[config.mk]
export PLATFORM = sky130hd
export DESIGN_NAME = bcd_seq_converter
export DESIGN_NICKNAME = d
export VERILOG_FILES = /design/src/rtl/bcd_pkg.sv /design/src/rtl/bcd_dabble_step.sv /design/src/rtl/bcd_seq_converter.sv
export SDC_FILE = /design/constraint.sdc
export NUM_CORES = 1
export LEC_CHECK = 0
export BUFFER_PORTS_ARGS = -buffer_cell sky130_fd_sc_hd__clkbuf_2
export CAP_MARGIN = 5
export CELL_PAD_IN_SITES_DETAIL_PLACEMENT = 0
export CELL_PAD_IN_SITES_GLOBAL_PLACEMENT = 2
export CORE_ASPECT_RATIO = 0.75
export CORE_MARGIN = 2
export CORE_UTILIZATION = 32
export DETAILED_ROUTE_END_ITERATION = 10
export PLACE_DENSITY_LB_ADDON = 0.1
export SYNTH_ARGS = -nofsm -noshare
export SYNTH_HDL_FRONTEND = slang
export SYNTH_SLANG_ARGS = --single-unit
[constraint.sdc]
create_clock -name clk -period 1.45 [get_ports clk]
set_input_delay 0.2175 -clock clk [delete_from_list [all_inputs] [get_ports clk]]
set_output_delay 0.2175 -clock clk [all_outputs]
set_load 0.05 [all_outputs]
[src/rtl/bcd_pkg.sv]
`default_nettype none
// ============================================================================
// Module   : bcd_pkg
// Purpose  : Shared state encoding and BCD constants for the sequential converter.
// Revision : 1.0
// ============================================================================
package bcd_pkg;

    typedef enum logic [1:0] {
        IDLE  = 2'd0,
        SHIFT = 2'd1,
        DONE  = 2'd2
    } state_t;

    localparam int         BCD_DIGIT_W    = 4;
    localparam logic [3:0] BCD_ADJ_THRESH = 4'd5;
    localparam logic [3:0] BCD_ADJ_ADD    = 4'd3;

endpackage
`default_nettype wire

[src/rtl/bcd_dabble_step.sv]
`default_nettype none
// ============================================================================
// Module   : bcd_dabble_step
// Purpose  : One double-dabble step: per-digit add-3 correction, then 1-bit shift.
// Revision : 1.0
// ============================================================================
module bcd_dabble_step
    import bcd_pkg::*;
#(
    parameter int DIGITS = 4
) (
    input  logic [BCD_DIGIT_W*DIGITS-1:0] acc,
    input  logic                          in_bit,
    output logic [BCD_DIGIT_W*DIGITS-1:0] acc_next,
    output logic                          carry_out
);

    localparam int ACC_W = BCD_DIGIT_W * DIGITS;

    logic [ACC_W-1:0] adj;

    for (genvar i = 0; i < DIGITS; i++) begin : g_digit
        assign adj[i*BCD_DIGIT_W +: BCD_DIGIT_W] =
            (acc[i*BCD_DIGIT_W +: BCD_DIGIT_W] >= BCD_ADJ_THRESH)
                ? acc[i*BCD_DIGIT_W +: BCD_DIGIT_W] + BCD_ADJ_ADD
                : acc[i*BCD_DIGIT_W +: BCD_DIGIT_W];
    end

    assign acc_next  = {adj[ACC_W-2:0], in_bit};
    assign carry_out = adj[ACC_W-1];

endmodule
`default_nettype wire

[src/rtl/bcd_seq_converter.sv]
`default_nettype none
// ============================================================================
// Module   : bcd_seq_converter
// Purpose  : Sequential binary-to-BCD converter, one bit per clock, valid/ready.
// Revision : 1.0
// ============================================================================
module bcd_seq_converter
    import bcd_pkg::*;
#(
    parameter int BIN_W  = 14,
    parameter int DIGITS = 4
) (
    input  logic                          clk,
    input  logic                          rst_n,
    input  logic                          in_valid,
    output logic                          in_ready,
    input  logic [BIN_W-1:0]              in_bin,
    output logic                          out_valid,
    input  logic                          out_ready,
    output logic [BCD_DIGIT_W*DIGITS-1:0] out_bcd,
    output logic                          out_ovf,
    output logic                          busy
);

    localparam int               ACC_W    = BCD_DIGIT_W * DIGITS;
    localparam int               CNT_W    = $clog2(BIN_W + 1);
    localparam logic [CNT_W-1:0] LAST_CNT = CNT_W'(BIN_W - 1);

    state_t           state;
    state_t           state_next;
    logic [ACC_W-1:0] acc;
    logic [ACC_W-1:0] acc_step;
    logic [BIN_W-1:0] sreg;
    logic [CNT_W-1:0] cnt;
    logic             ovf;
    logic             carry;
    logic             last_shift;

    bcd_dabble_step #(
        .DIGITS (DIGITS)
    ) u_step (
        .acc       (acc),
        .in_bit    (sreg[BIN_W-1]),
        .acc_next  (acc_step),
        .carry_out (carry)
    );

    assign last_shift = (cnt == LAST_CNT);

    always_ff @(posedge clk or negedge rst_n) begin
        if (!rst_n) begin
            state <= IDLE;
        end else begin
            state <= state_next;
        end
    end

    always_comb begin
        state_next = state;
        case (state)
            IDLE:    if (in_valid)   state_next = SHIFT;
            SHIFT:   if (last_shift) state_next = DONE;
            DONE:    if (out_ready)  state_next = IDLE;
            default:                 state_next = IDLE;
        endcase
    end

    always_ff @(posedge clk or negedge rst_n) begin
        if (!rst_n) begin
            acc     <= '0;
            sreg    <= '0;
            cnt     <= '0;
            ovf     <= 1'b0;
            out_bcd <= '0;
            out_ovf <= 1'b0;
        end else begin
            case (state)
                IDLE: begin
                    if (in_valid) begin
                        sreg <= in_bin;
                        acc  <= '0;
                        cnt  <= '0;
                        ovf  <= 1'b0;
                    end
                end
                SHIFT: begin
                    acc  <= acc_step;
                    sreg <= sreg << 1;
                    cnt  <= cnt + CNT_W'(1);
                    ovf  <= ovf | carry;
                    // Result registers only move on the final shift so they hold otherwise
                    if (last_shift) begin
                        out_bcd <= acc_step;
                        out_ovf <= ovf | carry;
                    end
                end
                default: ;
            endcase
        end
    end

    assign in_ready  = (state == IDLE);
    assign out_valid = (state == DONE);
    assign busy      = (state != IDLE);

endmodule
`default_nettype wire

==> summary.txt, run 1 <==
Status - finished, final reports clean
Starting DRT DRC Count - 94
PD cells - 2400 nW/um^2
Port bufs - 37
CTS clk-pin slew, worst paths - 0.10 ns
Leakage - 1.60 nW
Global Route Usage Sum - 15.2%
Post-synth cell types - 29
DIE WIDTH - 109 um
Ys flop type - dfrtp_1
Synth Instances - 270
Antenna Cells - 0
Final setup viols - 0
Vias - 2156
Post-layout util - 45.4%
Row count - 28
Post-Synthesis Cell Area - 2630 sq um
Crit-path max cell delay - 0.43 ns
Synth Warn # - 0
Cell area after layout - 3600 sq um
CTS Sinks - 54
Number of flops mapped to enable cells by yosys - 0
Initial antenna violation count - 0
Drt pass-1 iters - 4
Grt total ovfl - 0
Slew margin rel. - 68.8%
Critical path class - reg2out
Dpl hpwl - 4.51 mm
Min cycle time layout - 1.43 ns
Placed Area - 3210 sq um
Worst slew pin tran - 0.468 ns
Skew final - 0.00641 ns
Slowest stage cell, crit path - dfrtp_1
Number of CTS-inserted buffers - 5
Commonest non-fill, non-tap cell in the layout - dfrtp_1
Layout cells sized above 1 - 40.4%
Final Max Slew Viols - 0
CP Cell Sequence - buf_6 > nand2b_4 > inv_2 > buf_8
Fraction of registers with async set/reset - 100%
Clk_lat worst skew - 0.30 ns
Vias per inst - 4.86
Commonest cells after routing, fill and taps aside - 54 x dfrtp_1, 38 x nand2_1, 34 x o21ai_0, 34 x clkbuf_2, 30 x buf_4
Nature of the critical path startpoint - flop
WP data required - 1.23 ns
Mean post-synth cell area - 9.73 sq um
Critical Path Sink Type - output pin
Data arrival, critical path - 1.22 ns
Maximum clock frequency - 698 MHz
CTS H-tree depth - 2
Vias in the first global route - 2114
Largest net degree at the start of global routing - 27
CTS Buffer Depth - 2
Max Cap Viol - 0
Final Hold Violating Endpoints - 0
# fillers - 768
Area grow syn2layout - 37.0%
Core Box Area - 7920 sq um
Yosys reg bits - 54
Avg WL per Cell - 14.3 um
Sequential area share after synthesis - 51.5%
Final #Nets - 367
Clock root buffer - clkbuf_8
Vert. Die Dim - 82.5 um
Die area - 8960 sq um
Worst-path fanout max - 5
RSZ-0062 raised after global routing - true
Final wirelength - 6.34 mm
First-pass GRT wire length - 10.5 mm
Final GP Congestion - 0.802
IO Count - 38
Final period util - 98.8%
Initial Util - 33.2%
ANT nets after route - 0
Residual DRC - 0
Min-delay worst type - in2reg
Peak VDD IR - 0.897 mV
TritonCTS clock tree - done
Syn Nets - 298
-- layout make-up --
class                           instances  area [sq um]  share of cell area, %
Timing Repair Buffer                   77           592                   16.4
Multi-Input combinational cell        189          1400                   39.0
Clock buffer                            7          76.3                   2.12
Tap cell                              105           131                   3.65
Sequential cell                        54          1350                   37.6
Inverter                               12          45.0                   1.25
-- routing by layer --
layer  vias up  global-route usage, %  part of all wire [%]
met5         -                      0                     0
met1      1057                   21.4                    52
met3         4                   3.14                   2.5
li1       1071                      -                     -
met2        24                   24.4                    45
met4         0                   3.08                  0.60
-- timing repair --
| action | 4_1_cts | 5_1_grt |
|---|---|---|
| gates resized for setup | 22 | 48 |
| pin swaps | 6 | 4 |
| buffers inserted | 2 | 2 |
| hold buffers | 1 | 0 |
| endpoints found under the hold margin | 14 | 0 |
| setup endpoints to repair | 12 | 36 |
-- synthesized netlist by cell type (2+ instances only) --
cell | count | share of area [%]
nor3b_1 | 17 | 4.9
a31oi_1 | 4 | 0.95
nand2_1 | 38 | 5.4
nor2_1 | 8 | 1.1
o21ai_0 | 38 | 7.2
a22o_1 | 7 | 2.3
inv_1 | 12 | 1.7
mux2i_1 | 5 | 1.9
xnor2_1 | 4 | 1.3
nor3_1 | 5 | 0.95
nand2b_1 | 7 | 1.7
a21oi_1 | 23 | 4.4
dfrtp_1 | 54 | 51
or3b_2 | 4 | 1.3
o21ai_1 | 7 | 1.3
ha_1 | 10 | 4.8
mux2_2 | 4 | 1.7
buf_2 | 5 | 0.95
clkbuf_1 | 7 | 1.0
buf_4 | 2 | 0.57
-- worst max-delay path: cells and delay by family, from the launching register on --
kind	cells	cell delay (ns)
AND/OR/NAND/NOR	1	0.14
buffers and inverters	3	0.33
flip-flops	1	0.43
-- state kept, by name, summed over array words and instances, names as in the netlist --
signal,flops
acc,16
out_bcd,16
sreg,14
cnt,4
state,2
out_ovf,1
ovf,1
-- through the flow --
stage	power, mW	setup TNS (ns)	std cells	hold WS (ns)	setup slack [ns]
floorplan	5.59	-0.0621	270	-0.0781	-0.0621
global placement	6.99	-0.0261	432	0.203	-0.0261
detailed placement	7.03	-0.0977	432	0.199	-0.0329
CTS	8.08	-0.0795	442	0.101	-0.0219
global route	9.32	-0.221	444	0.0907	-0.0667
finish	8.64	0	444	0.102	0.0175
-- where the power goes --
part / leakage (nW) / internal (mW) / switching (mW)
registers: 0.682 / 2.16 / 0.552
clock network: 0.0383 / 0.335 / 0.474
logic: 0.884 / 2.23 / 2.89
total: 1.60 / 4.72 / 3.92
-- final timing paths --
path	start	end	slack, ns	depth (start not counted)
min in group asynchronous	rst_n	sreg[11]$_DFFE_PN0P_	0.39	2
worst max register to register	acc[1]$_DFFE_PN0P_	out_bcd[2]$_DFFE_PN0P_	0.02	6
worst max-delay path	state[0]$_DFFE_PN0P_	out_valid	0.02	4
max in group asynchronous	rst_n	acc[7]$_DFFE_PN0P_	0.57	3
worst min register to register	sreg[1]$_DFFE_PN0P_	sreg[1]$_DFFE_PN0P_	0.49	2
worst min-delay path	out_ready	state[1]$_DFFE_PN0P_	0.10	2
-- cells by family (layout without fill, tap and decap cells) --
logic type	after synthesis	in the layout	synth area share, %
simple gates	84	84	16.9
xor+xnor	4	4	1.33
buf+inv	27	96	4.67
flops	54	54	51.5
mux	9	9	3.62
fa+ha+maj	10	10	4.76
compound gates	82	82	17.3
No activity file was read; power rests on OpenSTA's default activity.
==> run 2, diff against run 1 <==
==> constraint.sdc (replaced) <==
create_clock -name clk -period 1.45 [get_ports clk]
set_input_delay 0.0725 -clock clk [delete_from_list [all_inputs] [get_ports clk]]
set_output_delay 0.0725 -clock clk [all_outputs]
set_load 0.05 [all_outputs]
==> summary.txt, run 2 (synthesized netlist as in run 1, its figures left out) <==
Avg WL per Cell - 14.3 um (+0.17%)
Worst Hold Path EP - sreg[0]$_DFFE_PN0P_
CP bufs+invs - 0 (-3)
Int Pwr - 4.85 mW (+2.7%)
CTS clk-pin slew, worst paths - 0.10 ns (about the same)
Vert. Die Dim - 82.5 um (unchanged)
PD cells - 2450 nW/um^2 (+2.0%)
Row count - 28 (unchanged)
Residual DRC - 0 (unchanged)
Min-delay worst type - in2reg
Layout cells sized above 1 - 38.3% (-2.1 points)
DIE WIDTH - 109 um (unchanged)
Area grow syn2layout - 36.2%
Clk_lat worst skew - 0.30 ns (about the same)
Finished Layout Cells - 444 (unchanged)
Nature of the critical path startpoint - flop
# fillers - 792 (+3.1%)
Sequential share of power - 31.3% (about the same)
Hold slack - 0.137 ns (+0.0351 ns)
ANT nets after route - 0 (unchanged)
Sw Ratio - 44.6% (-0.69 points)
Port bufs - 37 (unchanged)
Commonest cells after routing, fill and taps aside - 50 x dfrtp_1, 38 x nand2_1, 35 x o21ai_0, 35 x clkbuf_2, 31 x buf_4
Final GP Congestion - 0.705 (-12%)
Clock root buffer - clkbuf_8
Clock Power Share - 11.6% (+2.2 points)
Setup slack, reg-to-reg - 0.01 ns (about the same)
Depth of the most critical reg-to-reg path - 5 (-1)
Core Box Area - 7920 sq um (unchanged)
Critical hold path startpoint - in_bin[0]
Biggest regs - acc x16, out_bcd x16, sreg x14
Slew margin rel. - 69.3% (+0.47 points)
CTS H-tree depth - 2 (unchanged)
Commonest non-fill, non-tap cell in the layout - dfrtp_1
Inst Count DP - 429 (-0.69%)
Final setup viols - 0 (unchanged)
Slowest stage cell, crit path - dfrtp_2
Peak VDD IR - 1.01 mV (+12%)
Max Cap Viol - 0 (unchanged)
RSZ-0062 raised after global routing - true
Antenna Cells - 0 (unchanged)
Largest net degree at the start of global routing - 28 (+3.7%)
Starting DRT DRC Count - 86 (-8.5%)
WP data required - 1.70 ns (+0.47 ns)
Global Route Usage Sum - 14.9% (-0.25 points)
Critical R2R Capture - out_bcd[10]$_DFFE_PN0P_
Leakage - 1.57 nW (-2.2%)
Final Hold Violating Endpoints - 0 (unchanged)
Final Max Slew Viols - 0 (unchanged)
Initial Util - 33.2% (unchanged)
Worst slew pin tran - 0.461 ns (-0.00751 ns)
Status - finished, final reports clean
Combinational share of power - 57.1% (-2.1 points)
WHS Path Cells - 5 (+3)
Dpl hpwl - 4.33 mm (-4.0%)
Critical Path Sink Type - flop
CP Cell Sequence - ha_4 > nand2b_4 > a21oi_4 > mux2i_2 > mux2_4
Reg-to-Reg Start - acc[8]$_DFFE_PN0P_
Final #Nets - 366 (-0.27%)
Vias in the first global route - 2073 (-1.9%)
Switching power - 3.91 mW (-0.13%)
Vias - 2096 (-2.8%)
Number of CTS-inserted buffers - 5 (unchanged)
Drt pass-1 iters - 4 (unchanged)
TritonCTS clock tree - done
Final wirelength - 6.35 mm (+0.17%)
Die area - 8960 sq um (unchanged)
Crit-path max cell delay - 0.45 ns (+0.02 ns)
Grt total ovfl - 0 (unchanged)
Worst-path fanout max - 4 (-1)
Min cycle time layout - 1.44 ns (+0.00670 ns)
Critical path class - reg2reg
First-pass GRT wire length - 10.3 mm (-1.9%)
Skew final - 0.00635 ns (-0.0000660 ns)
CTS Sinks - 54 (unchanged)
Vias per inst - 4.72 (-2.8%)
Data arrival, critical path - 1.69 ns (+0.47 ns)
CTS Buffer Depth - 2 (unchanged)
Final period util - 99.3% (+0.46 points)
Top cell family by delay on the critical path - flip-flops
Initial antenna violation count - 0 (unchanged)
IO Count - 38 (unchanged)
Maximum clock frequency - 695 MHz (-0.47%)
[run 2: cell count changes in the layout (fill, tap and decap cells not counted), moves of 2 or more]
| cell | change |
|---|---|
| inv_1 | +2 |
| nor3b_2 | -3 |
| nor3b_1 | +3 |
| ha_4 | +3 |
| buf_6 | -3 |
| xnor2_2 | -2 |
| nand2b_4 | -2 |
| inv_2 | -2 |
| xnor2_1 | +2 |
| ha_2 | -4 |
| dfrtp_2 | +4 |
| dfrtp_1 | -4 |
[run 2: area by class of cell]
cell class                      instances  area (sq um)  area share, %
Clock inverter                          2          37.5           1.05
Inverter                               12          45.0           1.26
Timing Repair Buffer                   76           551           15.4
Clock buffer                            6          72.6           2.03
Tap cell                              105           131           3.67
Sequential cell                        54          1360           37.9
Multi-Input combinational cell        189          1380           38.7
[run 2: timing repair]
item,in CTS,in global routing
hold endpoints to repair,15,0
cloned,0,0
setup buffers,1,4
resized for setup,11,46
endpoints found under the setup margin,6,28
pin swaps,5,9
hold buffers,2,0
[run 2: layer usage]
| metal | global-route usage, % | vias to the layer above | share of wire [%] |
|---|---|---|---|
| li1 | - | 1066 | - |
| met5 | 0 | - | 0 |
| met2 | 23.4 | 22 | 45 |
| met3 | 3.14 | 2 | 2.5 |
| met1 | 21.1 | 1006 | 52 |
| met4 | 3.85 | 0 | 0.50 |
[run 2: worst max-delay path by stage]
stage                                   start                 endpoint  slack (ns)  cells past startpoint
after floorplan            cnt[1]$_DFFE_PN0P_   out_bcd[9]$_DFFE_PN0P_        0.03                      8
after global placement    acc[12]$_DFFE_PN0P_  out_bcd[14]$_DFFE_PN0P_      -0.005                      6
after detailed placement   acc[1]$_DFFE_PN0P_   out_bcd[2]$_DFFE_PN0P_       -0.01                      6
after CTS                  acc[4]$_DFFE_PN0P_       acc[5]$_DFFE_PN0P_       0.003                      7
after global routing       acc[9]$_DFFE_PN0P_  out_bcd[10]$_DFFE_PN0P_       -0.07                      6
final                      acc[8]$_DFFE_PN0P_  out_bcd[10]$_DFFE_PN0P_        0.01                      5
[run 2: worst register-to-register path, stage by stage, from the launching register on]
cell      delay [ns]
dfrtp_2         0.45
ha_4            0.16
nand2b_4        0.14
a21oi_4         0.18
mux2i_2         0.27
mux2_4          0.18
[run 2: stage by stage]
step | power (mW) | TNS, ns | utilization (%) | setup WS, ns | instance area (sq um)
after floorplan | 5.59 | 0 | - | 0.0257 | 2650
after global placement | 6.99 | -0.00459 | 40.1 | -0.00459 | 3180
after detailed placement | 7.00 | -0.0223 | 40.1 | -0.0106 | 3180
after CTS | 8.21 | 0 | 42.5 | 0.00320 | 3360
after global routing | 9.48 | -0.288 | 45.2 | -0.0665 | 3580
final | 8.76 | 0 | 45.2 | 0.0108 | 3580
[run 2: power groups by stage]
stage	Clock [mW]	Combinational [mW]	Sequential [mW]
finish	1.02	5.00	2.74
global route	1.13	5.51	2.85
CTS	1.06	4.47	2.67
detailed placement	0	4.33	2.67
global placement	0	4.33	2.66
floorplan	0	2.23	3.36
